**config.mk**
```make
export PLATFORM = sky130hd
export DESIGN_NAME = seq_fsm
export DESIGN_NICKNAME = d
export VERILOG_FILES = /design/src/rtl/seq_fsm_pkg.sv /design/src/rtl/seq_dwell_timer.sv /design/src/rtl/seq_fsm.sv
export SDC_FILE = /design/constraint.sdc
export NUM_CORES = 1
export LEC_CHECK = 0
export ABC_AREA = 1
export CORE_ASPECT_RATIO = 0.7
export CORE_MARGIN = 2
export CORE_UTILIZATION = 30
export CTS_CLUSTER_SIZE = 28
export DETAILED_ROUTE_END_ITERATION = 16
export PLACE_DENSITY_LB_ADDON = 0.25
export SETUP_SLACK_MARGIN = 0.15
export SYNTH_ARGS = -nofsm -noshare
export SYNTH_HDL_FRONTEND = slang
export SYNTH_SLANG_ARGS = --single-unit
```
**constraint.sdc**
```tcl
create_clock -name clk -period 1.6 [get_ports clk]
set_input_delay 0.24 -clock clk [delete_from_list [all_inputs] [get_ports clk]]
set_output_delay 0.24 -clock clk [all_outputs]
set_load 0.02 [all_outputs]
```
**src/rtl/seq_fsm_pkg.sv**
```systemverilog
// Shared encodings for the command sequencer: state codes, command codes,
// error causes and a legality helper for the state register.
package seq_fsm_pkg;

    localparam int STATE_W = 3;
    localparam int CMD_W   = 3;
    localparam int ERR_W   = 2;

    typedef enum logic [STATE_W-1:0] {
        ST_IDLE   = 3'd0,
        ST_RUN    = 3'd1,
        ST_DONE   = 3'd2,
        ST_LOCKED = 3'd3,
        ST_ERROR  = 3'd4
    } state_e;

    typedef enum logic [CMD_W-1:0] {
        CMD_NOP    = 3'd0,
        CMD_START  = 3'd1,
        CMD_STEP   = 3'd2,
        CMD_BACK   = 3'd3,
        CMD_ABORT  = 3'd4,
        CMD_LOCK   = 3'd5,
        CMD_UNLOCK = 3'd6,
        CMD_RSVD   = 3'd7
    } cmd_e;

    typedef enum logic [ERR_W-1:0] {
        ERR_NONE     = 2'd0,
        ERR_TIMEOUT  = 2'd1,
        ERR_ILLEGAL  = 2'd2,
        ERR_RSVD_CMD = 2'd3
    } err_e;

    // Codes 5..7 are not states; seeing one means the register was corrupted.
    function automatic logic is_legal_state(input logic [STATE_W-1:0] s);
        return (s <= ST_ERROR);
    endfunction

endpackage

```
**src/rtl/seq_dwell_timer.sv**
```systemverilog
// Dwell timer: counts cycles while enabled and flags expiry on the cycle
// that completes TIMEOUT enabled cycles, so the owner can react on that edge.
module seq_dwell_timer #(
    parameter int TIMEOUT = 255
) (
    input  logic clk,
    input  logic rst,
    input  logic load,
    input  logic enable,
    output logic expire
);

    localparam int CNT_W = (TIMEOUT < 2) ? 1 : $clog2(TIMEOUT + 1);

    logic [CNT_W-1:0] r_count;

    // Count enabled cycles; load restarts from zero, and the count saturates at expiry.
    always_ff @(posedge clk) begin
        if (rst || load) begin
            r_count <= '0;
        end else if (enable && !expire) begin
            r_count <= r_count + CNT_W'(1);
        end
    end

    assign expire = enable && (r_count == CNT_W'(TIMEOUT - 1));

endmodule

```
**src/rtl/seq_fsm.sv**
```systemverilog
// Command-driven step sequencer: IDLE/RUN/DONE/LOCKED/ERROR with a step index,
// a RUN dwell timeout and a sticky error state that only reset clears.
module seq_fsm
    import seq_fsm_pkg::*;
#(
    parameter int NUM_STEPS = 4,
    parameter int TIMEOUT   = 255,
    parameter int OUT_W     = 3
) (
    input  logic                         clk,
    input  logic                         rst,
    input  logic [CMD_W-1:0]             cmd,
    input  logic                         cmd_valid,
    output logic                         cmd_ready,
    output logic [OUT_W-1:0]             out,
    output logic [$clog2(NUM_STEPS)-1:0] step_idx,
    output logic                         done,
    output logic                         err,
    output logic [ERR_W-1:0]             err_code
);

    localparam int IDX_W = $clog2(NUM_STEPS);

    logic [STATE_W-1:0] r_state;
    logic [IDX_W-1:0]   r_step;
    logic [ERR_W-1:0]   r_err_code;

    logic [STATE_W-1:0] w_state_next;
    logic [IDX_W-1:0]   w_step_next;
    logic [ERR_W-1:0]   w_err_next;
    logic               w_cmd_act;
    logic               w_illegal;
    logic               w_expire;
    logic               w_timer_load;
    logic               w_timer_en;

    // A real (non-NOP) command was taken this cycle; only these restart the dwell timer.
    assign w_cmd_act = cmd_valid && (r_state != ST_ERROR) && (cmd != CMD_NOP);

    // Corruption check: unencoded state or an index past the last step.
    assign w_illegal = (r_state != ST_ERROR) &&
                       (!is_legal_state(r_state) || (32'(r_step) >= NUM_STEPS));

    // Timer only runs in RUN; it is held cleared elsewhere so RUN entry starts at zero.
    assign w_timer_load = w_cmd_act || (r_state != ST_RUN);
    assign w_timer_en   = (r_state == ST_RUN);

    seq_dwell_timer #(
        .TIMEOUT(TIMEOUT)
    ) u_dwell (
        .clk   (clk),
        .rst   (rst),
        .load  (w_timer_load),
        .enable(w_timer_en),
        .expire(w_expire)
    );

    // State register: reset wins over any command presented in the same cycle.
    always_ff @(posedge clk) begin
        if (rst) begin
            r_state    <= ST_IDLE;
            r_step     <= '0;
            r_err_code <= ERR_NONE;
        end else begin
            r_state    <= w_state_next;
            r_step     <= w_step_next;
            r_err_code <= w_err_next;
        end
    end

    // Next-state logic: corruption, then reserved command, then per-state commands;
    // in RUN an accepted command beats a same-cycle timeout.
    always_comb begin
        w_state_next = r_state;
        w_step_next  = r_step;
        w_err_next   = r_err_code;
        if (w_illegal) begin
            w_state_next = ST_ERROR;
            w_err_next   = ERR_ILLEGAL;
        end else if (w_cmd_act && (cmd == CMD_RSVD)) begin
            w_state_next = ST_ERROR;
            w_err_next   = ERR_RSVD_CMD;
        end else begin
            case (r_state)
                ST_IDLE: begin
                    if (w_cmd_act && (cmd == CMD_START)) begin
                        w_state_next = ST_RUN;
                        w_step_next  = '0;
                    end else if (w_cmd_act && (cmd == CMD_LOCK)) begin
                        w_state_next = ST_LOCKED;
                    end
                end
                ST_RUN: begin
                    if (w_cmd_act && (cmd == CMD_STEP)) begin
                        if (r_step == IDX_W'(NUM_STEPS - 1)) begin
                            w_state_next = ST_DONE;
                        end else begin
                            w_step_next = r_step + IDX_W'(1);
                        end
                    end else if (w_cmd_act && (cmd == CMD_BACK)) begin
                        if (r_step == '0) begin
                            w_state_next = ST_IDLE;
                        end else begin
                            w_step_next = r_step - IDX_W'(1);
                        end
                    end else if (w_cmd_act && (cmd == CMD_ABORT)) begin
                        w_state_next = ST_IDLE;
                        w_step_next  = '0;
                    end else if (!w_cmd_act && w_expire) begin
                        w_state_next = ST_ERROR;
                        w_err_next   = ERR_TIMEOUT;
                    end
                end
                ST_DONE: begin
                    if (w_cmd_act && (cmd == CMD_START)) begin
                        w_state_next = ST_RUN;
                        w_step_next  = '0;
                    end else if (w_cmd_act && (cmd == CMD_LOCK)) begin
                        w_state_next = ST_LOCKED;
                    end else if (w_cmd_act && (cmd == CMD_ABORT)) begin
                        w_state_next = ST_IDLE;
                        w_step_next  = '0;
                    end
                end
                ST_LOCKED: begin
                    if (w_cmd_act && (cmd == CMD_UNLOCK)) begin
                        w_state_next = ST_IDLE;
                        w_step_next  = '0;
                    end
                end
                ST_ERROR: begin
                    w_state_next = ST_ERROR;
                end
                default: begin
                    w_state_next = ST_ERROR;
                    w_err_next   = ERR_ILLEGAL;
                end
            endcase
        end
    end

    // Outputs decode the registered state only, never the incoming command.
    always_comb begin
        out       = OUT_W'(r_state);
        step_idx  = r_step;
        done      = (r_state == ST_DONE);
        err       = (r_state == ST_ERROR);
        err_code  = r_err_code;
        cmd_ready = (r_state != ST_ERROR);
    end

endmodule

```
### After elaboration in Yosys (flattened, before gate mapping)

Index checks and enable logic that the tools add are counted.

| word-level totals | value |
|---|---|
| word-level logic and storage cells | 115 |
| input bits | 6 |
| output and inout port bits | 10 |
| register bits | 15 |

| cells by class | value |
|---|---|
| equal/unequal tests | 41 |
| mux-type cells | 32 |
| bitwise operators | 2 |
| reductions and logical operators | 30 |
| add/subtract/negate cells | 3 |
| order comparisons | 1 |

Operators by type and width:

| cell | number |
|---|---|
| 3-bit 2-to-1 mux | 14 |
| 2-bit 2-to-1 mux | 15 |
| 4-bit inequality test, second input constant | 7 |
| 3-bit inequality test, second input constant | 9 |
| 3-bit equality test, second input constant | 5 |
| 5-bit inequality test, second input constant | 3 |
| 1-bit logical AND | 13 |
| 3-bit by 2-bit equality test with 1-bit output, second input constant | 4 |
| 3-bit one-hot mux with 4 select lines | 1 |
| 6-bit AND reduction | 2 |
| 5-bit AND reduction | 2 |
| 8-bit by 1-bit adder with 8-bit output, second input constant | 1 |
| 8-bit equality test, second input constant | 1 |
| 2-bit one-hot mux with 4 select lines | 1 |
| 8-bit AND reduction | 1 |
| 7-bit inequality test, second input constant | 1 |
| 3-bit by 1-bit equality test with 1-bit output, second input constant | 2 |
| 3-bit by 1-bit inequality test with 1-bit output, second input constant | 2 |
| 6-bit by 1-bit inequality test with 1-bit output, second input constant | 1 |
| 6-bit inequality test, second input constant | 1 |
| 2-bit inequality test, second input constant | 2 |
| 4-bit by 1-bit inequality test with 1-bit output, second input constant | 1 |
| 2-bit one-hot mux with 2 select lines | 1 |
| 4-bit nonzero test | 1 |
| other kinds (14) | 18 |

### Depth between registers and ports, before layout

| logic depth | value |
|---|---|
| depth after elaboration | 12 |
| mapped depth | 12 |

### By module

A second synthesis with hierarchy kept.

| unflattened totals | value |
|---|---|
| cells, all modules | 202 |
| area total of the unflattened synthesis | 1217.4 µm² |

By module, submodules not included:

| module | cells each | instances | area each (µm²) |
|---|---|---|---|
| seq_fsm | 132 | 1 | 735.7 |
| seq_dwell_timer | 70 | 1 | 481.7 |

### Worst setup path before layout

Ideal clock, no wire load.

| timing path | value |
|---|---|
| path kind | register -> register |
| start | reg r_state[1] (netlist: out[1]) |
| end | reg r_state[1] (netlist: out[1]) |
| data arrival time | 1.614 ns |
| required time | 1.490 ns |
| setup time | 0.110 ns |
| path buffers | 0 |
| period minus slack after synthesis | 1.724 ns |
| slack | -0.124 ns |
| stages on the path, launching flop included | 9 |
| cell sequence | dfxtp_1 > inv_1 > nor3_2 > a21boi_1 > o21ai_1 > nand3_1 > nand2_1 > inv_1 > nor2_1 |

RTL lines:

| what | line | text |
|---|---|---|
| from (decl) | seq_fsm.sv:24 | `logic [STATE_W-1:0] r_state;` |
| from (signal assigned) | seq_fsm.sv:65 | `r_state <= w_state_next;` |
| 3-bit by 2-bit equality test with 1-bit output * | n/a |  |
| net done | seq_fsm.sv:17 | `output logic done,` |
| 4-bit by 1-bit inequality test with 1-bit output (no source line) | n/a |  |
| 6-bit AND reduction (no source line) | n/a |  |

Mark *: on every way through the listed nets, which the timed path passes. The rest lies on a longest branch.
A chain may end at the register's enable or synchronous reset.

### Worst setup path in the final report

| timing path | value |
|---|---|
| start | reg r_state[1] (netlist: out[1]) |
| end | reg u_dwell.r_count[3] |

| between the ends | value |
|---|---|
| word-level cells in the longest chain between the ends | 5 |

RTL lines:

| what | line | text |
|---|---|---|
| 3-bit inequality test | seq_fsm.sv:38 | `assign w_cmd_act = cmd_valid && (r_state != ST_ERROR) && (cmd != CMD_NOP);` |
| 1-bit logical AND (2 in series) | seq_fsm.sv:38 |  |
| 1-bit logical OR | seq_fsm.sv:45 | `assign w_timer_load = w_cmd_act \|\| (r_state != ST_RUN);` |
| 1-bit logical OR | seq_dwell_timer.sv:19 | `if (rst \|\| load) begin` |
| to (signal assigned) | seq_dwell_timer.sv:22 | `r_count <= r_count + CNT_W'(1);` |
| to (decl) | seq_dwell_timer.sv:15 | `logic [CNT_W-1:0] r_count;` |

Parallel ways exist; a longest one is shown, timed or not.

==> key figures <==
Run status
  • Status: finished, final reports clean

Place
  • DP Worst Slack: -0.368 ns
  • DP Cell Count: about 270
  • HPWL Detailed: 2310 um
  • DP Area: 1600 um^2
  • Input/output buffers: 15
  • GPL Wtd Cong: 0.807

STA
  • Setup violators final: 0
  • Fin Clk Skew: approximately 0.0039 ns
  • Worst Hold Slack: about 0.46 ns
  • Tightest Pin Transition: 0.282 ns
  • Max Slew Vio Count: 0
  • Max-slew headroom: just over 80%
  • Tcrit/Tclk final: between 90 and 100%
  • Fin crit period: about 1.6 ns
  • Final hold viol count: 0
  • Worst setup margin: 0.0278 ns
  • Highest clock rate: roughly 640 MHz
  • RSZ-0062 raised after global routing: true

Clocking
  • CTS H-tree depth: 1
  • Clock root cell: clkbuf_8
  • Maximum root-to-sink buffer count: 2
  • Reg clk slew, reported paths: 0.06 ns
  • Later-pin clock latency in the skew report: around 0.25 ns
  • Cts hold-fix bufs: 0
  • CTS tree: built
  • Clock sink count: 15
  • CTS buffer count: 3

Layout
  • Most common cell after layout, fill and taps aside: nand2_1
  • Final #Nets: 250
  • Fillers: about 380
  • N_diodes: 0
  • Design Area, Final: roughly 1900 um^2
  • Core Util, Final: roughly half
  • Layout cells sized above 1: between 40% and 50%
  • Non-filler cells in the finished layout: just under 300
  • Synth-to-Final Area Change: 63.8%
  • Commonest non-fill, non-tap cells in the layout: 37 x nand2_1, 31 x buf_4, 25 x inv_1

Routing
  • Number of DRC markers in iteration 0: 108
  • Final wirelength: around 3200 um
  • Vias per std cell: around 4.5
  • Drt pass-1 iters: 4
  • # DRC: 0
  • Antenna Violating Nets Remaining: 0
  • Drt wl/cell: roughly 11 um
  • Vias after detailed routing: 1312

Global route
  • Gr usage total: between 10% and 20%
  • First-pass GRT wire length: 5220 um
  • Pin count of the biggest net entering global routing: 10
  • Via count of the first global-routing pass: ~1100
  • Gr ovfl total: 0
  • Initial antenna violation count: 0

Synthesis
  • Ys Warns: 0
  • Yosys reg bits: 15
  • Post-Syn Instances: between 150 and 200
  • Synthesized Nets: 194
  • Cell variety after synth: 32
  • Mapped cell area: around 1200 um^2
  • Register area share after synthesis: approximately 25%
  • Average size of a mapped cell: around 6.4 um^2

Die
  • Starting Density: between 30% and 40%
  • I/O pins: 16
  • # rows: 19
  • Die area: between 4000 and 5000 um^2
  • Core Area: approximately 3900 um^2
  • Die Width: approximately 79 um
  • Die Y: roughly 57 um

Min path
  • Min-delay worst type: register to register
  • WHS Path Cells: 2
  • Startpoint of the worst hold path: u_dwell.r_count[4]$_SDFFE_PP0P_
  • Hold EP: u_dwell.r_count[4]$_SDFFE_PP0P_

Pwr
  • Static Leak: between 0.9 and 1 nW
  • Peak VDD IR: around 480 uV
  • Switching portion of total power: approximately two fifths
  • Reg power frac: 26.9%
  • Share of power burned in the clock network: between 15 and 20%
  • Combinational power share: a little under three fifths
  • Internal Pwr Total: 0.00102 W
  • Net Sw Power: roughly 0.00066 W
  • PD cells: roughly 870 nW/um^2

Critical path
  • Crit-path cells: buf_6 -> nor3_4 -> buf_6 -> nand2_8 -> nor2_4 -> buf_4 -> xor2_1 -> inv_1 -> nor2_1
  • CP required: 1.79 ns
  • Crit path buffers/inverters: 4
  • Worst EP arrival: 1.76 ns
  • Startpoint Class: register
  • Critical Path Slowest Stage Cell: dfxtp_4
  • Flop2flop setup slack: 0.03 ns
  • Family with the most delay on the worst path: simple AND/OR/NAND/NOR gates
  • Setup crit end kind: register
  • RR Startpoint: out[1]$_SDFFE_PP0P_
  • Reg2Reg Capture Point: u_dwell.r_count[3]$_SDFFE_PP0P_
  • Crit path max fanout: 4
  • Delay of the slowest critical-path stage: approximately 0.36 ns
  • Most used cell, CP: buf_6
  • Reg2reg path depth: 9
  • Critical path type: register to register

Run
  • Max-cap violations: 0
## area by class of cell
cell class / instances / area [um^2] / share of cell area [%]
flip-flops and latches: 15 / 315 / 16.2
clock buffers: 4 / 45.0 / 2.32
inverters: 33 / 129 / 6.64
multi-input cells: 134 / 908 / 46.8
well taps: 52 / 65.1 / 3.35
repair buffers: 53 / 478 / 24.6
## worst max-delay path by stage
stage / slack [ns] / cells after the start / end / from
floorplan: 0.13 / 9 / step_idx[0]$_SDFFE_PP0P_ / out[0]$_SDFFE_PP0P_
global placement: -0.33 / 12 / step_idx[0]$_SDFFE_PP0P_ / cmd[1]
detailed placement: -0.37 / 12 / out[1]$_SDFFE_PP0P_ / cmd[1]
CTS: 0.08 / 13 / out[1]$_SDFFE_PP0P_ / out[1]$_SDFFE_PP0P_
global route: -0.07 / 9 / u_dwell.r_count[3]$_SDFFE_PP0P_ / out[1]$_SDFFE_PP0P_
finish: 0.03 / 9 / u_dwell.r_count[3]$_SDFFE_PP0P_ / out[1]$_SDFFE_PP0P_
## logic make-up (layout without fill, tap and decap cells)
| family | count (synthesis) | after routing | synth area share (%) |
|---|---|---|---|
| AND/OR/NAND/NOR | 105 | 105 | 44.0 |
| AO/OA/AOI/OAI | 23 | 23 | 13.1 |
| buffers and inverters | 35 | 90 | 11.8 |
| adder cells (fa/ha/maj) | 4 | 4 | 4.22 |
| flip-flops | 15 | 15 | 25.3 |
| XOR/XNOR | 2 | 2 | 1.48 |
## synth_stat cells (all sizes together)
cell type	instances	area share, %
a211oi	1	0.63
a21boi	1	0.63
a21oi	10	5.2
buf	2	1.4
dfxtp	15	25
ha	4	4.2
inv	33	10
nand2	44	15
nand3	18	8.4
nand3b	1	0.63
nand4	6	3.2
nor2	29	11
nor3	7	5.7
o2111ai	1	0.74
o211ai	1	0.63
o21ai	6	2.9
o21ba	1	0.84
o21bai	2	1.6
xor2	2	1.5
## layer usage
| metal | vias up | track usage, % | wire, um |
|---|---|---|---|
| met2 | 36 | 19.5 | 1260 |
| met1 | 567 | 24.0 | 1680 |
| met5 | - | 0 | 0 |
| li1 | 707 | - | - |
| met3 | 2 | 4.98 | 214 |
| met4 | 0 | 2.22 | 9 |
## power groups by stage
stage | combinational [W] | sequential (W) | clock, W
global route | 0.00102 | 0.000462 | 0.000339
finish | 0.000931 | 0.000455 | 0.000304
detailed placement | 0.000708 | 0.000467 | 0
global placement | 0.000714 | 0.000466 | 0
floorplan | 0.000420 | 0.000495 | 0
CTS | 0.000784 | 0.000458 | 0.000309
## stage by stage
stage | total power [W] | TNS, ns
6_report | 0.00169 | 0
2_1_floorplan | 0.000915 | 0
5_1_grt | 0.00182 | -0.201
4_1_cts | 0.00155 | 0
3_5_place_dp | 0.00117 | -3.46
3_3_place_gp | 0.00118 | -3.15
## registers in the layout, summed over array words and instances (netlist names)
register / cells
u_dwell.r_count: 8
out: 3
err_code: 2
step_idx: 2
## worst register-to-register path: stages (launching register included)
cell and delay [ns]:
dfxtp_4 0.36, buf_6 0.12, nor3_4 0.27, buf_6 0.16
nand2_8 0.06, nor2_4 0.14, buf_4 0.12, xor2_1 0.14
inv_1 0.05, nor2_1 0.08
## timing repair
action                                  in CTS  in global routing
setup buffers                                3                 10
pin swaps                                   12                 14
gates cloned                                 1                  0
resized for setup                           30                 41
endpoints found under the setup margin      23                 19
No activity file was read; power rests on OpenSTA's default activity.
